`src/rtl/axi_lite_pkg.sv`:
```
// Shared AXI4-Lite definitions: response codes, bus widths and the command-master FSM encoding.
package axi_lite_pkg;

  localparam int AXI_ADDR_W = 32;
  localparam int AXI_DATA_W = 32;
  localparam int AXI_STRB_W = AXI_DATA_W / 8;

  localparam logic [1:0] AXI_RESP_OKAY   = 2'b00;
  localparam logic [1:0] AXI_RESP_EXOKAY = 2'b01;
  localparam logic [1:0] AXI_RESP_SLVERR = 2'b10;
  localparam logic [1:0] AXI_RESP_DECERR = 2'b11;

  typedef enum logic [2:0] {
    IDLE    = 3'd0,
    WR_REQ  = 3'd1,
    WR_RESP = 3'd2,
    RD_REQ  = 3'd3,
    RD_RESP = 3'd4,
    RSP     = 3'd5
  } cmd_state_e;

endpackage

```
`src/rtl/axi_cmd_watchdog.sv`:
```
// Transaction watchdog: counts busy cycles since command accept and flags expiry at TIMEOUT_CYCLES.
module axi_cmd_watchdog #(
  parameter int TIMEOUT_CYCLES = 1024
) (
  input  logic aclk,
  input  logic aresetn,
  input  logic clear,
  input  logic run,
  output logic expired
);

  localparam int CW = $clog2(TIMEOUT_CYCLES + 1);
  localparam logic [CW-1:0] LAST = CW'(TIMEOUT_CYCLES - 1);

  logic [CW-1:0] count_reg;

  // expired is seen during the cycle whose closing edge would make the count reach the limit
  assign expired = run && (count_reg == LAST);

  always_ff @(posedge aclk or negedge aresetn) begin
    if (!aresetn) begin
      count_reg <= '0;
    end else if (clear) begin
      count_reg <= '0;
    end else if (run && !expired) begin
      count_reg <= count_reg + CW'(1);
    end
  end

endmodule

```
`src/rtl/axi_lite_cmd_master.sv`:
```
// Single-outstanding AXI4-Lite initiator driven by a command stream, returning a response stream.
// Optional watchdog abort is built when AXI_CMD_MASTER_TIMEOUT_EN is defined.
module axi_lite_cmd_master
  import axi_lite_pkg::*;
#(
  parameter int TIMEOUT_CYCLES = 1024
) (
  input  logic        aclk,
  input  logic        aresetn,

  input  logic        cmd_valid,
  output logic        cmd_ready,
  input  logic        cmd_write,
  input  logic [31:0] cmd_addr,
  input  logic [31:0] cmd_wdata,
  input  logic [3:0]  cmd_wstrb,

  output logic        rsp_valid,
  input  logic        rsp_ready,
  output logic [31:0] rsp_rdata,
  output logic [1:0]  rsp_resp,
  output logic        rsp_write,
  output logic        rsp_timeout,

  output logic [31:0] m_axi_awaddr,
  output logic        m_axi_awvalid,
  input  logic        m_axi_awready,

  output logic [31:0] m_axi_wdata,
  output logic [3:0]  m_axi_wstrb,
  output logic        m_axi_wvalid,
  input  logic        m_axi_wready,

  input  logic [1:0]  m_axi_bresp,
  input  logic        m_axi_bvalid,
  output logic        m_axi_bready,

  output logic [31:0] m_axi_araddr,
  output logic        m_axi_arvalid,
  input  logic        m_axi_arready,

  input  logic [31:0] m_axi_rdata,
  input  logic [1:0]  m_axi_rresp,
  input  logic        m_axi_rvalid,
  output logic        m_axi_rready
);

  cmd_state_e state_reg, state_next;

  logic                  started_reg;
  logic                  awvalid_reg, wvalid_reg, arvalid_reg;
  logic [AXI_ADDR_W-1:0] awaddr_reg, araddr_reg;
  logic [AXI_DATA_W-1:0] wdata_reg;
  logic [AXI_STRB_W-1:0] wstrb_reg;
  logic [AXI_DATA_W-1:0] rsp_rdata_reg;
  logic [1:0]            rsp_resp_reg;
  logic                  rsp_write_reg;
  logic                  rsp_timeout_reg;

  logic cmd_ready_int;
  logic cmd_accept;
  logic aw_done, w_done;
  logic timeout;

  assign cmd_accept = cmd_valid && cmd_ready_int;

  // A channel counts as done once its valid has already dropped or it handshakes this cycle
  assign aw_done = !awvalid_reg || m_axi_awready;
  assign w_done  = !wvalid_reg  || m_axi_wready;

`ifdef AXI_CMD_MASTER_TIMEOUT_EN
  logic busy;

  assign busy = (state_reg == WR_REQ) || (state_reg == WR_RESP) ||
                (state_reg == RD_REQ) || (state_reg == RD_RESP);

  axi_cmd_watchdog #(
    .TIMEOUT_CYCLES (TIMEOUT_CYCLES)
  ) u_watchdog (
    .aclk    (aclk),
    .aresetn (aresetn),
    .clear   (cmd_accept),
    .run     (busy),
    .expired (timeout)
  );
`else
  assign timeout = 1'b0;

  if (TIMEOUT_CYCLES < 2) begin : g_timeout_limit_unused
  end
`endif

  always_ff @(posedge aclk or negedge aresetn) begin
    if (!aresetn) begin
      state_reg <= IDLE;
    end else begin
      state_reg <= state_next;
    end
  end

  always_comb begin
    state_next    = state_reg;
    cmd_ready_int = 1'b0;
    m_axi_bready  = 1'b0;
    m_axi_rready  = 1'b0;
    rsp_valid     = 1'b0;
    case (state_reg)
      IDLE: begin
        // held low for the first cycle out of reset
        cmd_ready_int = started_reg;
        if (cmd_valid && started_reg) begin
          state_next = cmd_write ? WR_REQ : RD_REQ;
        end
      end
      WR_REQ: begin
        if (timeout) begin
          state_next = RSP;
        end else if (aw_done && w_done) begin
          state_next = WR_RESP;
        end
      end
      WR_RESP: begin
        m_axi_bready = 1'b1;
        if (m_axi_bvalid || timeout) begin
          state_next = RSP;
        end
      end
      RD_REQ: begin
        if (timeout) begin
          state_next = RSP;
        end else if (m_axi_arready) begin
          state_next = RD_RESP;
        end
      end
      RD_RESP: begin
        m_axi_rready = 1'b1;
        if (m_axi_rvalid || timeout) begin
          state_next = RSP;
        end
      end
      RSP: begin
        rsp_valid = 1'b1;
        if (rsp_ready) begin
          state_next = IDLE;
        end
      end
      default: begin
        state_next = IDLE;
      end
    endcase
  end

  always_ff @(posedge aclk or negedge aresetn) begin
    if (!aresetn) begin
      started_reg     <= 1'b0;
      awvalid_reg     <= 1'b0;
      wvalid_reg      <= 1'b0;
      arvalid_reg     <= 1'b0;
      awaddr_reg      <= '0;
      araddr_reg      <= '0;
      wdata_reg       <= '0;
      wstrb_reg       <= '0;
      rsp_rdata_reg   <= '0;
      rsp_resp_reg    <= AXI_RESP_OKAY;
      rsp_write_reg   <= 1'b0;
      rsp_timeout_reg <= 1'b0;
    end else begin
      started_reg <= 1'b1;
      case (state_reg)
        IDLE: begin
          if (cmd_accept) begin
            rsp_write_reg   <= cmd_write;
            rsp_timeout_reg <= 1'b0;
            if (cmd_write) begin
              awaddr_reg  <= cmd_addr;
              wdata_reg   <= cmd_wdata;
              wstrb_reg   <= cmd_wstrb;
              awvalid_reg <= 1'b1;
              wvalid_reg  <= 1'b1;
            end else begin
              araddr_reg  <= cmd_addr;
              arvalid_reg <= 1'b1;
            end
          end
        end
        WR_REQ: begin
          if (timeout) begin
            awvalid_reg     <= 1'b0;
            wvalid_reg      <= 1'b0;
            rsp_rdata_reg   <= '0;
            rsp_resp_reg    <= AXI_RESP_SLVERR;
            rsp_timeout_reg <= 1'b1;
          end else begin
            if (awvalid_reg && m_axi_awready) awvalid_reg <= 1'b0;
            if (wvalid_reg && m_axi_wready) wvalid_reg <= 1'b0;
          end
        end
        WR_RESP: begin
          // a real response arriving on the expiry cycle wins, since bready already accepted it
          if (m_axi_bvalid) begin
            rsp_rdata_reg <= '0;
            rsp_resp_reg  <= m_axi_bresp;
          end else if (timeout) begin
            rsp_rdata_reg   <= '0;
            rsp_resp_reg    <= AXI_RESP_SLVERR;
            rsp_timeout_reg <= 1'b1;
          end
        end
        RD_REQ: begin
          if (timeout) begin
            arvalid_reg     <= 1'b0;
            rsp_rdata_reg   <= '0;
            rsp_resp_reg    <= AXI_RESP_SLVERR;
            rsp_timeout_reg <= 1'b1;
          end else if (m_axi_arready) begin
            arvalid_reg <= 1'b0;
          end
        end
        RD_RESP: begin
          if (m_axi_rvalid) begin
            rsp_rdata_reg <= m_axi_rdata;
            rsp_resp_reg  <= m_axi_rresp;
          end else if (timeout) begin
            rsp_rdata_reg   <= '0;
            rsp_resp_reg    <= AXI_RESP_SLVERR;
            rsp_timeout_reg <= 1'b1;
          end
        end
        default: begin
        end
      endcase
    end
  end

  assign cmd_ready     = cmd_ready_int;
  assign rsp_rdata     = rsp_rdata_reg;
  assign rsp_resp      = rsp_resp_reg;
  assign rsp_write     = rsp_write_reg;
  assign rsp_timeout   = rsp_timeout_reg;

  assign m_axi_awaddr  = awaddr_reg;
  assign m_axi_awvalid = awvalid_reg;
  assign m_axi_wdata   = wdata_reg;
  assign m_axi_wstrb   = wstrb_reg;
  assign m_axi_wvalid  = wvalid_reg;
  assign m_axi_araddr  = araddr_reg;
  assign m_axi_arvalid = arvalid_reg;

endmodule

```
`config.mk`:
```
export PLATFORM = sky130hd
export DESIGN_NAME = axi_lite_cmd_master
export DESIGN_NICKNAME = d
export VERILOG_FILES = /design/src/rtl/axi_lite_pkg.sv /design/src/rtl/axi_cmd_watchdog.sv /design/src/rtl/axi_lite_cmd_master.sv
export SDC_FILE = /design/constraint.sdc
export NUM_CORES = 1
export LEC_CHECK = 0
export ABC_CLOCK_PERIOD_IN_PS = 1700
export BUFFER_PORTS_ARGS = -buffer_cell sky130_fd_sc_hd__buf_2
export CORE_MARGIN = 2
export CORE_UTILIZATION = 42
export CTS_CLUSTER_SIZE = 30
export DETAILED_ROUTE_END_ITERATION = 12
export PLACE_DENSITY = 0.84
export SYNTH_ARGS = -nofsm -noshare
export SYNTH_HDL_FRONTEND = slang
export SYNTH_HIERARCHICAL = 1
export SYNTH_SLANG_ARGS = --single-unit
```
`constraint.sdc`:
```
create_clock -name aclk -period 1.7 [get_ports aclk]
set_input_delay 0.17 -clock aclk [delete_from_list [all_inputs] [get_ports aclk]]
set_output_delay 0.17 -clock aclk [all_outputs]
set_load 0.1 [all_outputs]
```
; Word level (Yosys, flattened, before mapping)
; Cells that the tools add are included.
[word_totals]
reg_bits = 142
latchBits = 0
ram_bits = 0
mem_bits_ro = 0
input_bits = 114
output_inout_bits = 143
word_cells = 78
n_memories = 0
[op_classes]
add_sub_neg = 0
mul = 0
n_div = 0
n_lt_le_gt_ge = 0
eq_ne = 16
n_shift = 0
n_mux = 28
n_bitwise = 1
n_reduce_logical = 21
[ops]
columns = op, n
row1 = 2-to-1 mux 32 bit, 2
row2 = case mux 32 bit (2 select lines), 1
row3 = != test 2 bit (second input constant), 11
row4 = 2-to-1 mux 3 bit, 6
row5 = case mux 3 bit (6 select lines), 1
row6 = AND reduction 4 bit, 3
row7 = 2-to-1 mux 1 bit, 11
row8 = AND reduction 3 bit, 3
row9 = equality test 3 x 2 -> 1 bit (second input constant), 2
row10 = equality test 3 bit (second input constant), 2
row11 = 2-to-1 mux 2 bit, 3
row12 = case mux 1 bit (2 select lines), 3
row13 = AND reduction 6 bit, 1
row14 = nonzero test 2 bit, 3
row15 = logical AND 1 bit, 5
row16 = case mux 2 bit (2 select lines), 1
row17 = equality test 3 x 1 -> 1 bit (second input constant), 1
row18 = zero test 3 bit, 1
row19 = zero test 1 bit, 2
row20 = logical OR 1 bit, 2
row21 = AND reduction 2 bit, 1
row22 = inverter 1 bit, 1

; Depth between registers and ports, before layout
; Gate-level depths: netlist of run 1.
[depth]
depth_word = 5
mapped_depth = 7
depth_no_buf = 4

; Least setup slack after synthesis of run 1
; No wires, ideal clock.
[synth_path]
path_type = register to output
from = register state_reg[0]
to = output port rsp_valid
arrival_time_ns = 2.937
t_required_ns = 1.530
slack_ns = -1.407
stages_incl_launch_ff = 3
n_path_buf = 1
cell_sequence = dfrtp_1 -> clkbuf_1 -> nor3b_1
[synth_between]
elab_chain_cells = 2
[synth_rtl]
columns = item, line_no
row1 = "start, declared", axi_lite_cmd_master.sv:48  ; cmd_state_e state_reg, state_next;
row2 = "start signal, assigned", axi_lite_cmd_master.sv:97  ; state_reg <= state_next;
row3 = equality test 3 bit, axi_lite_cmd_master.sv:107  ; case (state_reg)
row4 = 2-to-1 mux 1 bit, axi_lite_cmd_master.sv:107
row5 = "end, declared", axi_lite_cmd_master.sv:18  ; output logic rsp_valid,
; Every way passes these cells.

; Worst setup path after layout of run 1
[layout_path]
from = register state_reg[1]
to = register rsp_rdata_reg[11] (netlist: rsp_rdata[11])
[layout_between]
elab_chain_cells = 3
word_cells_on_any_way = 7
cone_classes = 4 x eq/ne / 1 x mux / 2 x reduce/logical
[layout_rtl]
columns = item, line_no
row1 = equality test 3 bit or equality test 3 x 2 -> 1 bit (tied branches), axi_lite_cmd_master.sv:169  ; case (state_reg)
row2 = != test 2 bit (no line) or nonzero test 2 bit (tied branches), --
row3 = AND reduction 3 bit (no line), --
row4 = "end signal, assigned", axi_lite_cmd_master.sv:221  ; rsp_rdata_reg <= m_axi_rdata;
row5 = "end, declared", axi_lite_cmd_master.sv:55  ; logic [AXI_DATA_W-1:0] rsp_rdata_reg;
; Several ways; a longest one is shown, not always the timed one.
; A chain may end at the register's enable or synchronous reset.

==> results of run 1 <==
through the flow:
stage                     setup WS, ps  setup TNS, ps
after floorplan                 -368.4         -12100
after global placement           35.27              0
after detailed placement        -26.21         -401.6
after CTS                       -17.96         -23.87
after global routing            -48.65          -1448
final                            6.621              0
critical path, cell delays in order, from the launching register on:
cell and delay, ps:
dfrtp_2 460, nor3b_1 170, or4_4 540, buf_12 190, a22o_1 200
path summary, 6_finish.rpt:
check	start	end	cells after the start
min in group asynchronous	aresetn	m_axi_wdata[4]	2
min	m_axi_rdata[6]	rsp_rdata[6]	2
max reg2reg	state_reg[1]	rsp_rdata[11]	4
max in group asynchronous	aresetn	m_axi_awaddr[20]	3
min reg2reg	rsp_resp[0]	rsp_resp[0]	2
max	state_reg[1]	rsp_rdata[11]	4
placed cells by master, fill, tap and decap left out, types with 3 or more instances in the layout:
| cell | netlist | layout |
|---|---|---|
| a21oi_1 | 4 | 4 |
| a22o_1 | 34 | 34 |
| buf_12 | 0 | 13 |
| buf_2 | 17 | 250 |
| buf_4 | 2 | 17 |
| buf_6 | 2 | 6 |
| clkbuf_1 | 2 | 3 |
| clkbuf_16 | 0 | 19 |
| clkinv_2 | 0 | 7 |
| dfrtp_1 | 142 | 139 |
| dfrtp_2 | 0 | 3 |
| dlygate4sd3_1 | 0 | 91 |
| mux2_2 | 92 | 69 |
| mux2_4 | 9 | 32 |
| nand2_1 | 10 | 10 |
| nand2b_1 | 3 | 3 |
layout make-up:
cell class | count | area [sq um] | area share
Sequential cell | 142 | 3557 | 0.4005
Timing Repair Buffer | 379 | 2668 | 0.3004
Multi-Input combinational cell | 185 | 1911 | 0.2151
Clock buffer | 21 | 450.4 | 0.05072
Tap cell | 172 | 215.2 | 0.02423
Clock inverter | 11 | 68.82 | 0.007749
Inverter | 1 | 11.26 | 0.001268
repair_timing:
action                     in CTS  in global routing
gates resized for setup         5                 31
gates cloned                    0                  3
hold buffers                   87                  4
pin swaps                       0                  6
setup endpoints to repair      46                108
setup buffers                   0                  9
hold endpoints to repair      138                  4
layer usage:
metal	vias up	routed length [um]	track usage
met5	-	0	0
li1	2026	-	-
met1	2271	6162	0.2619
met3	47	1351	0.07897
met4	0	510	0.1182
met2	238	8886	0.4182
cell families after synthesis:
| family | count (synthesis) | share of synthesized area |
|---|---|---|
| AO/OA/AOI/OAI | 48 | 0.07063 |
| XOR/XNOR | 1 | 0.001605 |
| buffers and inverters | 24 | 0.02453 |
| flip-flops | 142 | 0.6512 |
| multiplexers | 103 | 0.2183 |
| other | 2 | 0.001376 |
| AND/OR/NAND/NOR | 31 | 0.03234 |
==> impl_metrics.yaml, run 1 <==
status:
  status: "finished clean"
floorplanning:
  dieArea_sq_mm: 0.01392
  initial_utilization: 0.4306
  die_w_um: 118.0
  io_pins: 257
  core_sq_mm: 0.01267
  rows: 41
  dieHeight_um: 118.0
critical_path:
  crit_required_ps: 1990
  end_kind: "flop"
  path_class: "flop to flop"
  worst-endpoint-arrival_ps: 1980
  r2r_setup_slack_ps: 7
  critPathLaunchType: "flop"
  crit_fanout: 36
timing:
  maxClockFrequency_mhz: 590.5
  fin_crit_sh: 0.9961
  hold_ws_ps: 13.71
  slew_viol_final: 0
  max_slew_margin: 0.6579
  hold_viol_final: 0
  worstMarginPinSlew_ps: 516.7
  rsz0062_at_grt: "yes"
  setup_viol: 0
  fin_skew_ps: 6.382
  min_period_ps: 1693
synthesis:
  synth_cell_types: 35
  ys_seq_elements: 142
  synthCells: 351
  netlist_top_cells_count: "142 x dfrtp_1, 92 x mux2_2, 34 x a22o_1, 17 x buf_2, 10 x nand2_1"
  synthArstFlopShare: 1.000
  synth_fp_nets: 465
  synth.avg_cell_area_sq_um: 15.55
  synthFlopType: "dfrtp_1"
  yosys.area.top_type: "dfrtp_1"
  netlist_area_sq_mm: 0.005456
  synth-edff-count: 0
  yosys-top-cells-area: "dfrtp_1 65%, mux2_2 19%, a22o_1 5.5%"
  synth.most_common_cell: "dfrtp_1"
  synth_top_area_share: 0.6512
  yosysSeqAreaShare: 0.6512
  synth_warnings: 6
finish:
  fin_util: 0.7009
  fillers: 861
  drive_gt1_frac: 0.5846
  syn2layout_area_growth_pct: 62.76
  antenna_cells: 0
  instances_no_fill: 911
  design_area_sq_mm: 0.008881
  fin_nets: 840
routing:
  wl_per_cell_um: 18.56
  antenna_left: 0
  drc_errors: 0
  drt_iter0_markers: 247
  vias: 4582
  wirelength_um: 16910
  dr.pass1.iters: 4
  vias_per_cell: 5.030
clocking:
  htreeDepth: 4
  clock_latency_ps: 410
  cts-root-buf: "clkbuf_16"
  cts_sinks: 142
  cts_tree: "built"
  clk_pin_slew_worst_paths_ps: 60
  cts_buffers: 17
  cts_max_path_buffers: 2
grt:
  grtUsageTotal: 0.2399
  grt_first_pass_wirelength_um: 25960
  grt-ovfl-total: 0
  grt_max_degree: 55
  grt_pass1_vias: 4976
  antenna_found_initial: 1
place:
  dp_hpwl_um: 10040
  place.gp.congestion: 0.8519
  place_area_sq_mm: 0.007177
  dp_cells: 776
  io_buffers: 255
min_path:
  min_path_type: "input pin to flop"
job:
  max_cap_violations: 0
Power of run 1 is not shown: default switching activity piles up to over one toggle a cycle in this logic, so the estimate is an artifact.
==> run 2: changes to the inputs <==
- CORE_ASPECT_RATIO: not set -> 0.9
==> impl_metrics.yaml, run 2 (same netlist as run 1, synthesis figures left out) <==
min_path:
  hold_start: "m_axi_rdata[2]"
  hold-path-endpoint: "rsp_rdata[2]"
  min_path_type: "input pin to flop"
  whs_path_depth: 2
routing:
  wirelength_um: 16250
  wl_met1_um: 6187
  drt_iter0_markers: 240
  wl_met3_um: 1101
  drc_errors: 0
  wl_per_cell_um: 17.94
  antenna_left: 0
  dr.pass1.iters: 4
  vias_per_cell: 4.922
  vias: 4459
  top_signal_layer_used: "met4"
  met2WireLength_um: 8563
timing:
  min_period_ps: 1679
  worstMarginPinSlew_ps: 521.6
  slew_viol_final: 0
  hold_viol_final: 0
  fin_skew_ps: 7.689
  setup_viol: 0
  rsz0062_at_grt: "yes"
  max_slew_margin: 0.6547
  maxClockFrequency_mhz: 595.7
  fin_crit_sh: 0.9875
floorplanning:
  initial_utilization: 0.4301
  die_w_um: 124.1
  rows: 39
  io_pins: 257
  dieArea_sq_mm: 0.01392
  core_sq_mm: 0.01269
  dieHeight_um: 112.1
finish:
  drive_gt1_frac: 0.5776
  mostFrequentLayoutCells: "250 x buf_2, 139 x dfrtp_1, 98 x dlygate4sd3_1"
  layout_commonest_cell: "buf_2"
  fin_nets: 842
  instances_no_fill: 906
  syn2layout_area_growth_pct: 63.56
critical_path:
  setup.worst_path.start: "state_reg[2]"
  crit_required_ps: 2000
  critPathLaunchType: "flop"
  crit_fanout: 36
  r2r_cells: 4
  timing.rr.end: "rsp_rdata[23]"
  path_class: "flop to flop"
  end_kind: "flop"
  r2r_setup_slack_ps: 20
  worst-endpoint-arrival_ps: 1980
  reg2reg_from: "state_reg[2]"
job:
  max_cap_violations: 0
status:
  status: "finished clean"
clocking:
  clock_latency_ps: 420
  clk_pin_slew_worst_paths_ps: 60
  htreeDepth: 4
  cts_sinks: 142
  cts-root-buf: "clkbuf_16"
  cts_tree: "built"
  cts_buffers: 17
  cts_max_path_buffers: 2
grt:
  grtUsageTotal: 0.2322
  grt_max_degree: 66
  grt-ovfl-total: 0
  grt_first_pass_wirelength_um: 24510
  antenna_found_initial: 1
  grt_pass1_vias: 4788
place:
  io_buffers: 255
  dp_cells: 766
  dp_hpwl_um: 9900
  place.gp.congestion: 0.7997
-- run 2: changes by cell type in the layout (fill, tap and decap cells not counted), sizes merged --
cell / previous run / this run
dlygate4sd3: 91 / 98
clkbuf: 23 / 25
inv: 2 / 1
bufinv: 0 / 2
diode: 0 / 1
clkinvlp: 1 / 3
buf: 286 / 280
clkinv: 9 / 5
-- run 2: how the worst max path moves through the flow --
stage	end	slack, ps	cells after the start
global placement	m_axi_araddr[14]	30	5
finish	rsp_rdata[23]	20	4
CTS	cmd_ready	-8	3
detailed placement	m_axi_araddr[13]	-20	5
global route	m_axi_rready	-30	5
floorplan	rsp_rdata[10]	-370	7
-- run 2: layout make-up --
cell class / count / area, sq um
Antenna cell: 1 / 2.502
Clock inverter: 10 / 111.4
Fill cell: 848 / 3762
Multi-Input combinational cell: 185 / 1841
Sequential cell: 142 / 3557
Tap cell: 164 / 205.2
Timing Repair Buffer: 381 / 2713
Clock buffer: 22 / 484.2
Inverter: 1 / 11.26
-- run 2: per-layer routing --
metal  GRT usage  up-vias
met3     0.06555       28
li1            -     2023
met5           0        -
met4     0.09288        0
met1      0.2549     2217
met2      0.4179      191
-- run 2: critical path, stage by stage, from the launching register on --
cell	delay [ps]
dfrtp_2	460
nor3b_1	170
or4_1	520
buf_12	200
a22o_1	200
-- run 2: repair_timing --
action | CTS | global route
cloned | 0 | 5
endpoints found under the hold margin | 195 | 0
setup buffers | 1 | 3
pin swaps | 3 | 3
setup endpoints to repair | 67 | 129
resized for setup | 6 | 9
hold buffers | 98 | 0
-- run 2: per-stage QoR --
stage,utilization,TNS [ps],hold WS (ps),instance area [sq um],setup slack [ps]
2_1_floorplan,-,-12100,-125.6,5527,-368.4
3_3_place_gp,0.5637,0,68.67,7152,32.19
3_5_place_dp,0.5637,-199.0,75.97,7152,-20.05
4_1_cts,0.6902,-20.85,1.847,8757,-7.974
5_1_grt,0.7035,-736.6,1.138,8925,-32.90
6_report,0.7035,0,16.61,8925,21.25
Power of run 2 is left out for the same reason.
==> run 3: changes to the inputs <==
- ABC_CLOCK_PERIOD_IN_PS: 1700 -> 1600
- CORE_UTILIZATION: 42 -> 45
- PLACE_DENSITY: 0.84 -> 0.86
- clock period: 1.7 -> 1.6 ns (I/O delays scaled with it)
==> impl_metrics.yaml, run 3 (same netlist as run 1, synthesis figures left out) <==
timing:
  min_period_ps: 1720
  max_slew_margin: 0.6571
  fin_crit_sh: 1.075
  slew_viol_final: 0
  hold_viol_final: 0
  setup_viol: 133
  setup_tns_ps: -10250
  fin_skew_ps: 4.215
  fin_ws_ps: -120.1
  maxClockFrequency_mhz: 581.4
  worstMarginPinSlew_ps: 517.8
  rsz0062_at_grt: "yes"
critical_path:
  worstPathCellList: "nor3b_4, or4_4, buf_12, a22o_1"
  path_class: "flop to flop"
  reg2reg_from: "state_reg[1]"
  worst-endpoint-arrival_ps: 2000
  critPathLaunchType: "flop"
  max_stage_delay_ps: 570
  crit_end: "rsp_rdata[2]"
  crit_fanout: 18
  crit_required_ps: 1880
  r2r_cells: 4
  end_kind: "flop"
  r2r_setup_slack_ps: -120
  slowest_stage: "or4_4"
  timing.rr.end: "rsp_rdata[2]"
  setup.worst_path.start: "state_reg[1]"
floorplanning:
  dieHeight_um: 108.5
  die_w_um: 120.1
  initial_utilization: 0.4572
  rows: 38
  io_pins: 257
  dieArea_sq_mm: 0.01302
  core_sq_mm: 0.01193
place:
  place_area_sq_mm: 0.007231
  place.gp.congestion: 0.8406
  dp_cells: 769
  dp_hpwl_um: 9993
  io_buffers: 255
  post-place-ws_ps: -89.09
routing:
  antenna_left: 0
  drt_iter0_markers: 206
  wirelength_um: 17040
  dr.pass1.iters: 4
  drc_errors: 0
  wl_per_cell_um: 18.74
  vias: 4525
  vias_per_cell: 4.978
finish:
  mostFrequentLayoutCells: "251 x buf_2, 139 x dfrtp_1, 85 x dlygate4sd3_1"
  drive_gt1_frac: 0.6021
  layout_commonest_cell: "buf_2"
  antenna_cells: 0
  instances_no_fill: 909
  fillers: 680
  fin_nets: 851
  design_area_sq_mm: 0.009188
  syn2layout_area_growth_pct: 68.38
clocking:
  htreeDepth: 4
  cts_max_path_buffers: 2
  cts_sinks: 142
  cts_buffers: 17
  clk_pin_slew_worst_paths_ps: 50
  cts_tree: "built"
  clock_latency_ps: 400
  cts-root-buf: "clkbuf_16"
job:
  max_cap_violations: 0
grt:
  antenna_found_initial: 1
  grt_pass1_vias: 4704
  grt_max_degree: 45
  grt-ovfl-total: 0
  grt_first_pass_wirelength_um: 24140
  grtUsageTotal: 0.2445
status:
  status: "finished with violations"
  violations: "negative setup slack"
min_path:
  min_path_type: "input pin to flop"
run 3: through the flow:
stage               hold slack, ps  utilization
finish                       9.590       0.7699
floorplan                   -135.6            -
CTS                         0.2010       0.7446
detailed placement           116.8       0.6059
global route                 4.842       0.7699
global placement             113.7       0.6059
run 3: final cells by class:
class	instances	area [sq um]	share of cell area
clock inverters	7	87.58	0.009533
clock buffers	24	471.7	0.05134
well taps	160	200.2	0.02179
flip-flops and latches	142	3557	0.3872
multi-input cells	186	1989	0.2165
repair buffers	389	2870	0.3124
inverters	1	11.26	0.001226
run 3: timing repair:
action,CTS,global route
hold buffers,85,0
setup endpoints to repair,130,140
buffers inserted,9,4
gates cloned,3,9
hold endpoints to repair,140,0
gates resized for setup,28,30
pin swaps,4,6
run 3: how the worst min path moves through the flow:
stage | start | end | depth (start not counted)
floorplan | aresetn | m_axi_araddr[0] | 0
global placement | aresetn | rsp_rdata[4] | 1
detailed placement | aresetn | rsp_rdata[11] | 1
CTS | m_axi_rdata[26] | rsp_rdata[26] | 2
global route | m_axi_rdata[2] | rsp_rdata[2] | 2
finish | m_axi_rdata[12] | rsp_rdata[12] | 2
run 3: routing by layer:
metal  GRT usage  routed length [um]
met1      0.2641                6367
met4      0.1076                 366
met2      0.4428                9007
met3     0.07595                1285
met5           0                  13
run 3: worst max-delay path, delay by kind of cell (launching register included):
kind	cells	cell delay, ps
AND/OR/NAND/NOR	2	750
flip-flops	1	470
buffers and inverters	1	190
AO/OA/AOI/OAI	1	190
Power of run 3 is left out for the same reason.
